$ cat src/rtl/frame_sync_ctrl_pkg.sv
// Shared types and constants for the frame synchroniser.
// Holds the FSM state type, the default sync pattern and the counter widths.
package frame_sync_ctrl_pkg;

   typedef enum logic {
      HUNT    = 1'b0,
      PAYLOAD = 1'b1
   } fsc_state_e;

   localparam logic [31:0] SYNC_WORD_DEFAULT = 32'hEB90_146F;
   localparam int unsigned BYTE_CNT_W        = 16;
   localparam int unsigned IDLE_CNT_W        = 16;

endpackage

$ cat src/rtl/frame_idle_timer.sv
// Idle watchdog for the payload phase: counts clk cycles since the last bit strobe
// and flags the cycle in which the count has reached the terminal value.
module frame_idle_timer
   import frame_sync_ctrl_pkg::*;
#(
   parameter int unsigned IDLE_TIMEOUT = 65535
)(
   input  logic clk,
   input  logic nRST,
   input  logic active_i,
   input  logic kick_i,
   output logic expired_o
);

   localparam logic [IDLE_CNT_W-1:0] TERM_CNT = IDLE_CNT_W'(IDLE_TIMEOUT);

   logic [IDLE_CNT_W-1:0] idle_q, idle_d;

   // A strobe in the terminal cycle wins over the timeout and restarts the count.
   always_comb begin
      idle_d    = idle_q;
      expired_o = 1'b0;
      if (!active_i || kick_i) begin
         idle_d = '0;
      end else if (idle_q == TERM_CNT) begin
         expired_o = 1'b1;
         idle_d    = '0;
      end else begin
         idle_d = idle_q + IDLE_CNT_W'(1);
      end
   end

   always_ff @(posedge clk or negedge nRST) begin
      if (!nRST) begin
         idle_q <= '0;
      end else begin
         idle_q <= idle_d;
      end
   end

endmodule

$ cat src/rtl/frame_sync_ctrl.sv
// Serial frame synchroniser: hunts for a 32-bit sync word, then assembles
// FRAME_BYTES payload bytes MSB-first behind a single-entry valid/ready holding slot.
module frame_sync_ctrl
   import frame_sync_ctrl_pkg::*;
#(
   parameter logic [31:0] SYNC_WORD    = SYNC_WORD_DEFAULT,
   parameter int unsigned FRAME_BYTES  = 1024,
   parameter int unsigned IDLE_TIMEOUT = 65535
)(
   input  logic       clk,
   input  logic       nRST,
   input  logic       enable,
   input  logic       bit_in,
   input  logic       bit_en,
   output logic [7:0] byte_out,
   output logic       byte_valid,
   input  logic       byte_ready,
   output logic       sof,
   output logic       eof,
   output logic       locked,
   output logic       overflow,
   output logic       timeout_err
);

   localparam logic [BYTE_CNT_W-1:0] LAST_IDX = BYTE_CNT_W'(FRAME_BYTES - 1);

   fsc_state_e            state_q, state_d;
   // Older 31 bits of the window; the incoming bit completes the 32-bit compare.
   logic [30:0]           sr_q, sr_d;
   logic [2:0]            bit_cnt_q, bit_cnt_d;
   logic [BYTE_CNT_W-1:0] byte_cnt_q, byte_cnt_d;
   logic [7:0]            byte_q, byte_d;
   logic                  valid_q, valid_d;
   logic                  sof_q, sof_d;
   logic                  eof_q, eof_d;
   logic                  ovf_q, ovf_d;
   logic                  tmo_q, tmo_d;
   logic [31:0]           shifted;
   logic                  idle_expired;

   frame_idle_timer #(
      .IDLE_TIMEOUT(IDLE_TIMEOUT)
   ) u_idle_timer (
      .clk       (clk),
      .nRST      (nRST),
      .active_i  (enable && (state_q == PAYLOAD)),
      .kick_i    (bit_en),
      .expired_o (idle_expired)
   );

   assign shifted = {sr_q, bit_in};

   always_comb begin
      state_d    = state_q;
      sr_d       = sr_q;
      bit_cnt_d  = bit_cnt_q;
      byte_cnt_d = byte_cnt_q;
      byte_d     = byte_q;
      valid_d    = valid_q;
      sof_d      = sof_q;
      eof_d      = eof_q;
      ovf_d      = ovf_q;
      tmo_d      = 1'b0;

      if (valid_q && byte_ready) begin
         valid_d = 1'b0;
         sof_d   = 1'b0;
         eof_d   = 1'b0;
      end

      if (!enable) begin
         state_d    = HUNT;
         sr_d       = '0;
         bit_cnt_d  = '0;
         byte_cnt_d = '0;
         valid_d    = 1'b0;
         sof_d      = 1'b0;
         eof_d      = 1'b0;
         ovf_d      = 1'b0;
      end else if (bit_en) begin
         sr_d = shifted[30:0];
         if (state_q == HUNT) begin
            if (shifted == SYNC_WORD) begin
               state_d    = PAYLOAD;
               bit_cnt_d  = '0;
               byte_cnt_d = '0;
            end
         end else begin
            bit_cnt_d = bit_cnt_q + 3'd1;
            if (bit_cnt_q == 3'd7) begin
               byte_cnt_d = byte_cnt_q + BYTE_CNT_W'(1);
               // The slot is free if empty or being drained this very cycle.
               if (!valid_q || byte_ready) begin
                  byte_d  = shifted[7:0];
                  valid_d = 1'b1;
                  sof_d   = (byte_cnt_q == '0);
                  eof_d   = (byte_cnt_q == LAST_IDX);
               end else begin
                  ovf_d = 1'b1;
               end
               if (byte_cnt_q == LAST_IDX) begin
                  state_d    = HUNT;
                  byte_cnt_d = '0;
               end
            end
         end
      end else if (idle_expired) begin
         state_d    = HUNT;
         bit_cnt_d  = '0;
         byte_cnt_d = '0;
         tmo_d      = 1'b1;
      end
   end

   always_ff @(posedge clk or negedge nRST) begin
      if (!nRST) begin
         state_q    <= HUNT;
         sr_q       <= '0;
         bit_cnt_q  <= '0;
         byte_cnt_q <= '0;
         byte_q     <= '0;
         valid_q    <= 1'b0;
         sof_q      <= 1'b0;
         eof_q      <= 1'b0;
         ovf_q      <= 1'b0;
         tmo_q      <= 1'b0;
      end else begin
         state_q    <= state_d;
         sr_q       <= sr_d;
         bit_cnt_q  <= bit_cnt_d;
         byte_cnt_q <= byte_cnt_d;
         byte_q     <= byte_d;
         valid_q    <= valid_d;
         sof_q      <= sof_d;
         eof_q      <= eof_d;
         ovf_q      <= ovf_d;
         tmo_q      <= tmo_d;
      end
   end

   assign byte_out    = byte_q;
   assign byte_valid  = valid_q;
   assign sof         = sof_q;
   assign eof         = eof_q;
   assign locked      = (state_q == PAYLOAD);
   assign overflow    = ovf_q;
   assign timeout_err = tmo_q;

endmodule

$ cat config.mk
export PLATFORM = sky130hd
export DESIGN_NAME = frame_sync_ctrl
export DESIGN_NICKNAME = d
export VERILOG_FILES = /design/src/rtl/frame_sync_ctrl_pkg.sv /design/src/rtl/frame_idle_timer.sv /design/src/rtl/frame_sync_ctrl.sv
export SDC_FILE = /design/constraint.sdc
export NUM_CORES = 1
export LEC_CHECK = 0
export BUFFER_PORTS_ARGS = -buffer_cell sky130_fd_sc_hd__buf_2
export CELL_PAD_IN_SITES_DETAIL_PLACEMENT = 1
export CELL_PAD_IN_SITES_GLOBAL_PLACEMENT = 1
export CORE_MARGIN = 2
export CORE_UTILIZATION = 25
export DETAILED_ROUTE_END_ITERATION = 10
export GPL_TIMING_DRIVEN = 0
export PLACE_DENSITY_LB_ADDON = 0.1
export REMOVE_ABC_BUFFERS = 1
export SYNTH_ARGS = -nofsm -noshare
export SYNTH_HDL_FRONTEND = slang
export SYNTH_SLANG_ARGS = --single-unit
$ cat constraint.sdc
create_clock -name clk -period 3.1 [get_ports clk]
set_input_delay 0.62 -clock clk [delete_from_list [all_inputs] [get_ports clk]]
set_output_delay 0.62 -clock clk [all_outputs]
set_load 0.01 [all_outputs]
# Word level (Yosys, flattened, before mapping)
# Index checks and enable logic that the tools add are counted.
# W data, S select, Z words.
# word_totals
reg_bits	80
latch_bits	0
ram_bits	0
mem_bits_ro	0
out_inout_bits	14
memories	0
# op_classes
add_sub_neg	3
mul	0
div_mod_pow	0
magnitude_cmp	0
n_eq_ne	11
shifts	0
mux	51
bitwise_logic	0
reduce_logical	11
# op_table
cell	n
$mux W16	9
$mux W31	2
$mux W1	35
$add A16 B1 Y16 const B	2
$eq A32 B32 Y1 const B	1
$eq A16 B10 Y1 const B	1
$eq A16 B16 Y1 const B	1
$logic_not A16 Y1	1
$mux W3	5
$ne A2 B1 Y1 const B	3
$reduce_and A5 Y1	1
$ne A4 B2 Y1 const B	1
$ne A4 B3 Y1 const B	1
$reduce_and A4 Y1	1
$add A3 B1 Y3 const B	1
$eq A3 B3 Y1 const B	1
$ne A3 B1 Y1 const B	1
$reduce_and A3 Y1	1
$logic_and A1 B1 Y1	2
$logic_not A1 Y1	2
$logic_or A1 B1 Y1	2
$ne A2 B2 Y1 const B	1
$reduce_and A2 Y1	1

# Longest topological paths before layout
# depth
word_depth	7
depth_mapped	8
mapped_depth_nobuf	7

# By module
# Synthesis repeated with hierarchy kept, for this count alone.
# hier_totals
hier_cells	365
hier_area_um2	3925.0
# modules_own_cells
module	instances	cells_per_inst	area_per_inst_um2	seq_area_each_um2
frame_sync_ctrl	1	285	3161.8	1601.5
frame_idle_timer	1	80	763.2	400.4

# Least setup slack after synthesis
# Ideal clock, no wire load.
# synth_timing
path_type	register to register
from	register u_idle_timer.idle_q[0]
to	register byte_cnt_q[13]
setup_time_ns	0.104
arrival_ns	2.045
t_required_ns	2.996
setup_slack_ns	0.952
stages_incl_launch_ff	8
path_buffers	1
synth_period_minus_slack_ns	2.148
path_cell_list	dfrtp_1 > ha_1 > nand3_1 > nor4_4 > nand2_1 > and3_1 > buf_6 > o41ai_2
# synth_via
elab_chain_cells	5
# synth_rtl
item	line	source
start, declared	frame_idle_timer.sv:17	logic [IDLE_CNT_W-1:0] idle_q, idle_d;
start signal, assigned	frame_idle_timer.sv:37	idle_q <= idle_d;
$eq A16 B16 Y1	frame_idle_timer.sv:25	end else if (idle_q == TERM_CNT) begin
$mux W1	frame_idle_timer.sv:25	
$mux W1	frame_idle_timer.sv:23	if (!active_i || kick_i) begin
$ne A3 B1 Y1 (no line)	-	
$reduce_and A3 Y1 (no line)	-	
end signal, assigned	frame_sync_ctrl.sv:131	byte_cnt_q <= byte_cnt_d;
end, declared	frame_sync_ctrl.sv:31	logic [BYTE_CNT_W-1:0] byte_cnt_q, byte_cnt_d;
# No other way between the ends.
# A chain may end at the register's enable or synchronous reset.

# Worst setup path in the final report
# layout_timing
from	register bit_cnt_q[0]
to	register byte_cnt_q[15]
# layout_via
elab_chain_cells	3
# layout_rtl
item	line	source
start, declared	frame_sync_ctrl.sv:30	logic [2:0] bit_cnt_q, bit_cnt_d;
start signal, assigned	frame_sync_ctrl.sv:130	bit_cnt_q <= bit_cnt_d;
$eq A3 B3 Y1	frame_sync_ctrl.sv:90	if (bit_cnt_q == 3'd7) begin
$ne A4 B3 Y1 (no line)	-	
$reduce_and A3 Y1 (no line)	-	
# No other way between the ends.

==> impl_metrics.py <==
metrics = {
    "die": {
        "die_height_um": 131,
        "die_w_um": 131,
        "dieArea_um2": 17200,
        "boundaryPins": 20,
        "initial_core_util": 0.255,
        "core_area_um2": 15800,
        "rows": 46,
    },
    "synthesis": {
        "netlist_top_cells_area": "dfrtp_1, mux2i_1, nor2b_1",
        "synth_area_um2": 4040,
        "ys.flop_type": "dfrtp_1",
        "yosysMostFrequentCell": "dfrtp_1",
        "yosysWarningCount": 0,
        "syn_avg_cell_area_um2": 10.8,
        "ys_top_cells_by_count": "dfrtp_1, nor2b_1, mux2i_1, nor2_1, nand2_1",
        "synth_top_area_share": 0.495,
        "synthArstFlopShare": 1.00,
        "synth_edf_count": 0,
        "synth_top_area_cell": "dfrtp_1",
        "ys_ff_latch": 80,
        "ys_seq_area_frac": 0.495,
        "synthCells": 373,
        "synth.distinct_cells": 49,
    },
    "power": {
        "powerDensity_nw_per_um2": 468,
        "power_leakage_nw": 2.01,
        "vdd.ir_drop.worst_mv": 0.246,
        "total_power_mw": 2.18,
    },
    "drt": {
        "vias": 2879,
        "wl_per_cell_um": 16.1,
        "wl_mm": 9.76,
        "drc": 0,
        "ant_nets": 0,
        "post_drt_via_cell_ratio": 4.74,
        "drtIter0Drc": 141,
        "dr.pass1.iters": 4,
    },
    "finish": {
        "diodes": 0,
        "postLayoutCoreUtil": 0.294,
        "nets": 397,
        "area_delta_synth_final_pct": 14.9,
        "drive_gt1_frac": 0.153,
    },
    "sta": {
        "slew_viol_final": 0,
        "worst_pin_slew_ns": 0.874,
        "final-hold-violation-count": 0,
        "setup_tns_ns": 0,
        "clock_skew_ns": 0.00883,
        "setup_ws_ns": 0.208,
        "fin_crit_sh": 0.933,
        "period_needed_ns": 2.89,
        "fmax_mhz": 346,
        "whs_ns": 0.272,
        "rsz0062_at_grt": "false",
        "final-setup-viol-count": 0,
        "relSlewSlack": 0.415,
    },
    "grt": {
        "grt_start_max_net_pins": 51,
        "grt_pass1_vias": 3114,
        "antenna_found_initial": 0,
        "grt_pass1_wl_mm": 16.8,
        "globalRouteTotalUtil": 0.122,
        "overflow": 0,
    },
    "cts": {
        "clkLatencyLatePin_ns": 0.35,
        "path_clk_slew_ns": 0.06,
        "cts_sinks": 80,
        "clockRootBuffer": "clkbuf_16",
        "cts_max_level": 3,
        "tritoncts": "built",
        "clockBufferDepth": 2,
        "cts_buffers": 9,
        "ctsHoldBuffers": 0,
    },
    "hold_path": {
        "hold_class": "in2async",
    },
    "run": {
        "cap_violations": 0,
    },
    "worst_setup_path": {
        "end_kind": "flop",
        "worstPathRequired_ns": 3.33,
        "path_class": "reg2reg",
        "start_kind": "flop",
        "cp_max_fo": 10,
        "arrival_ns": 3.12,
    },
    "place": {
        "io_buffer_count": 19,
        "place_hpwl_mm": 6.37,
        "pre_cts_ws_ns": -0.445,
        "routabilityCongestion": 0.711,
    },
    "run_status": {
        "outcome": "completed",
    },
}
## critical path, stage by stage, from the launching register on
cell and delay (ns):
dfrtp_1 0.38, ha_1 0.17, ha_1 0.22, and3b_1 0.20, nor4_2 0.55, nand2_1 0.38, and3_1 0.48, o41ai_2 0.39
## report_power, final
part	internal [mW]	leakage [nW]	switching [mW]
combinational	0.0254	0.754	0.0513
sequential	1.05	1.12	0.00163
clock	0.609	0.139	0.443
## placed cells by master, fill, tap and decap left out, types with 2 or more instances in the layout
master / Yosys / layout
a21boi_0: 3 / 3
a21oi_1: 8 / 8
a31oi_1: 5 / 5
a32o_1: 3 / 3
a32oi_1: 5 / 5
a41oi_1: 4 / 4
and3_1: 6 / 6
buf_2: 2 / 17
buf_4: 1 / 2
clkbuf_1: 11 / 2
clkbuf_16: 0 / 9
clkbuf_8: 0 / 3
dfrtp_1: 80 / 80
ha_1: 5 / 5
inv_1: 11 / 11
mux2_2: 9 / 9
mux2i_1: 32 / 32
nand2_1: 23 / 23
nand2b_1: 3 / 3
nand3_1: 18 / 18
nand3b_1: 2 / 2
nand4_1: 9 / 9
nand4b_1: 2 / 2
nor2_1: 31 / 31
nor2b_1: 33 / 33
nor3_1: 6 / 6
nor4_1: 4 / 4
nor4_4: 3 / 3
o21ai_0: 8 / 8
o41ai_2: 7 / 7
or2_2: 2 / 2
or3_1: 2 / 2
or4_4: 2 / 2
or4bb_1: 2 / 2
xnor2_1: 9 / 9
xor2_1: 5 / 5
## per-stage QoR
step | std cells | area (um2)
floorplan | 355 | 3960
global placement | 590 | 4330
detailed placement | 591 | 4360
CTS | 607 | 4650
global route | 607 | 4650
finish | 607 | 4650
## layout make-up
type	count	area, um2
Fill cell	1769	11200
Tap cell	216	270
Multi-Input combinational cell	264	1920
Clock inverter	2	12.5
Inverter	11	41.3
Clock buffer	14	274
Sequential cell	80	2000
Timing Repair Buffer	20	128
## logic make-up after synthesis
family | synth area share
flops | 0.495
compound gates | 0.0981
xor+xnor | 0.0303
mux | 0.104
simple gates | 0.226
fa+ha+maj | 0.0155
buf+inv | 0.0303
## flip-flops by register name, summed over array words and instances (netlist names)
signal and count:
sof 1, byte_valid 1, locked 1, timeout_err 1
eof 1, sr_q 31, u_idle_timer.idle_q 16, byte_cnt_q 16
byte_out 8, overflow 1, bit_cnt_q 3
## repair_timing
action,in CTS,in global routing
buffers inserted,0,0
endpoints found under the setup margin,13,0
resized for setup,1,0
## layer usage
metal  part of all wire  GRT usage  vias to the layer above  wire length (um)
li1                   -          -                     1364                 -
met1               0.48      0.156                     1477              4650
met2               0.48      0.200                       25              4700
met3              0.022     0.0235                       13               211
met4              0.020     0.0543                        0               193
met5                  0          0                        -                 0
## worst paths after layout
check | depth (start not counted) | start | slack (ns) | endpoint
setup / recovery | 7 | bit_cnt_q[0] | 0.21 | byte_cnt_q[15]
hold / removal | 1 | nRST | 0.27 | byte_out[3]
setup reg to reg | 7 | bit_cnt_q[0] | 0.21 | byte_cnt_q[15]
hold reg to reg | 1 | overflow | 0.49 | overflow
max in group asynchronous | 2 | nRST | 2.23 | byte_cnt_q[6]
min in group clk | 1 | overflow | 0.49 | overflow
(Power assumes the default switching activity.)
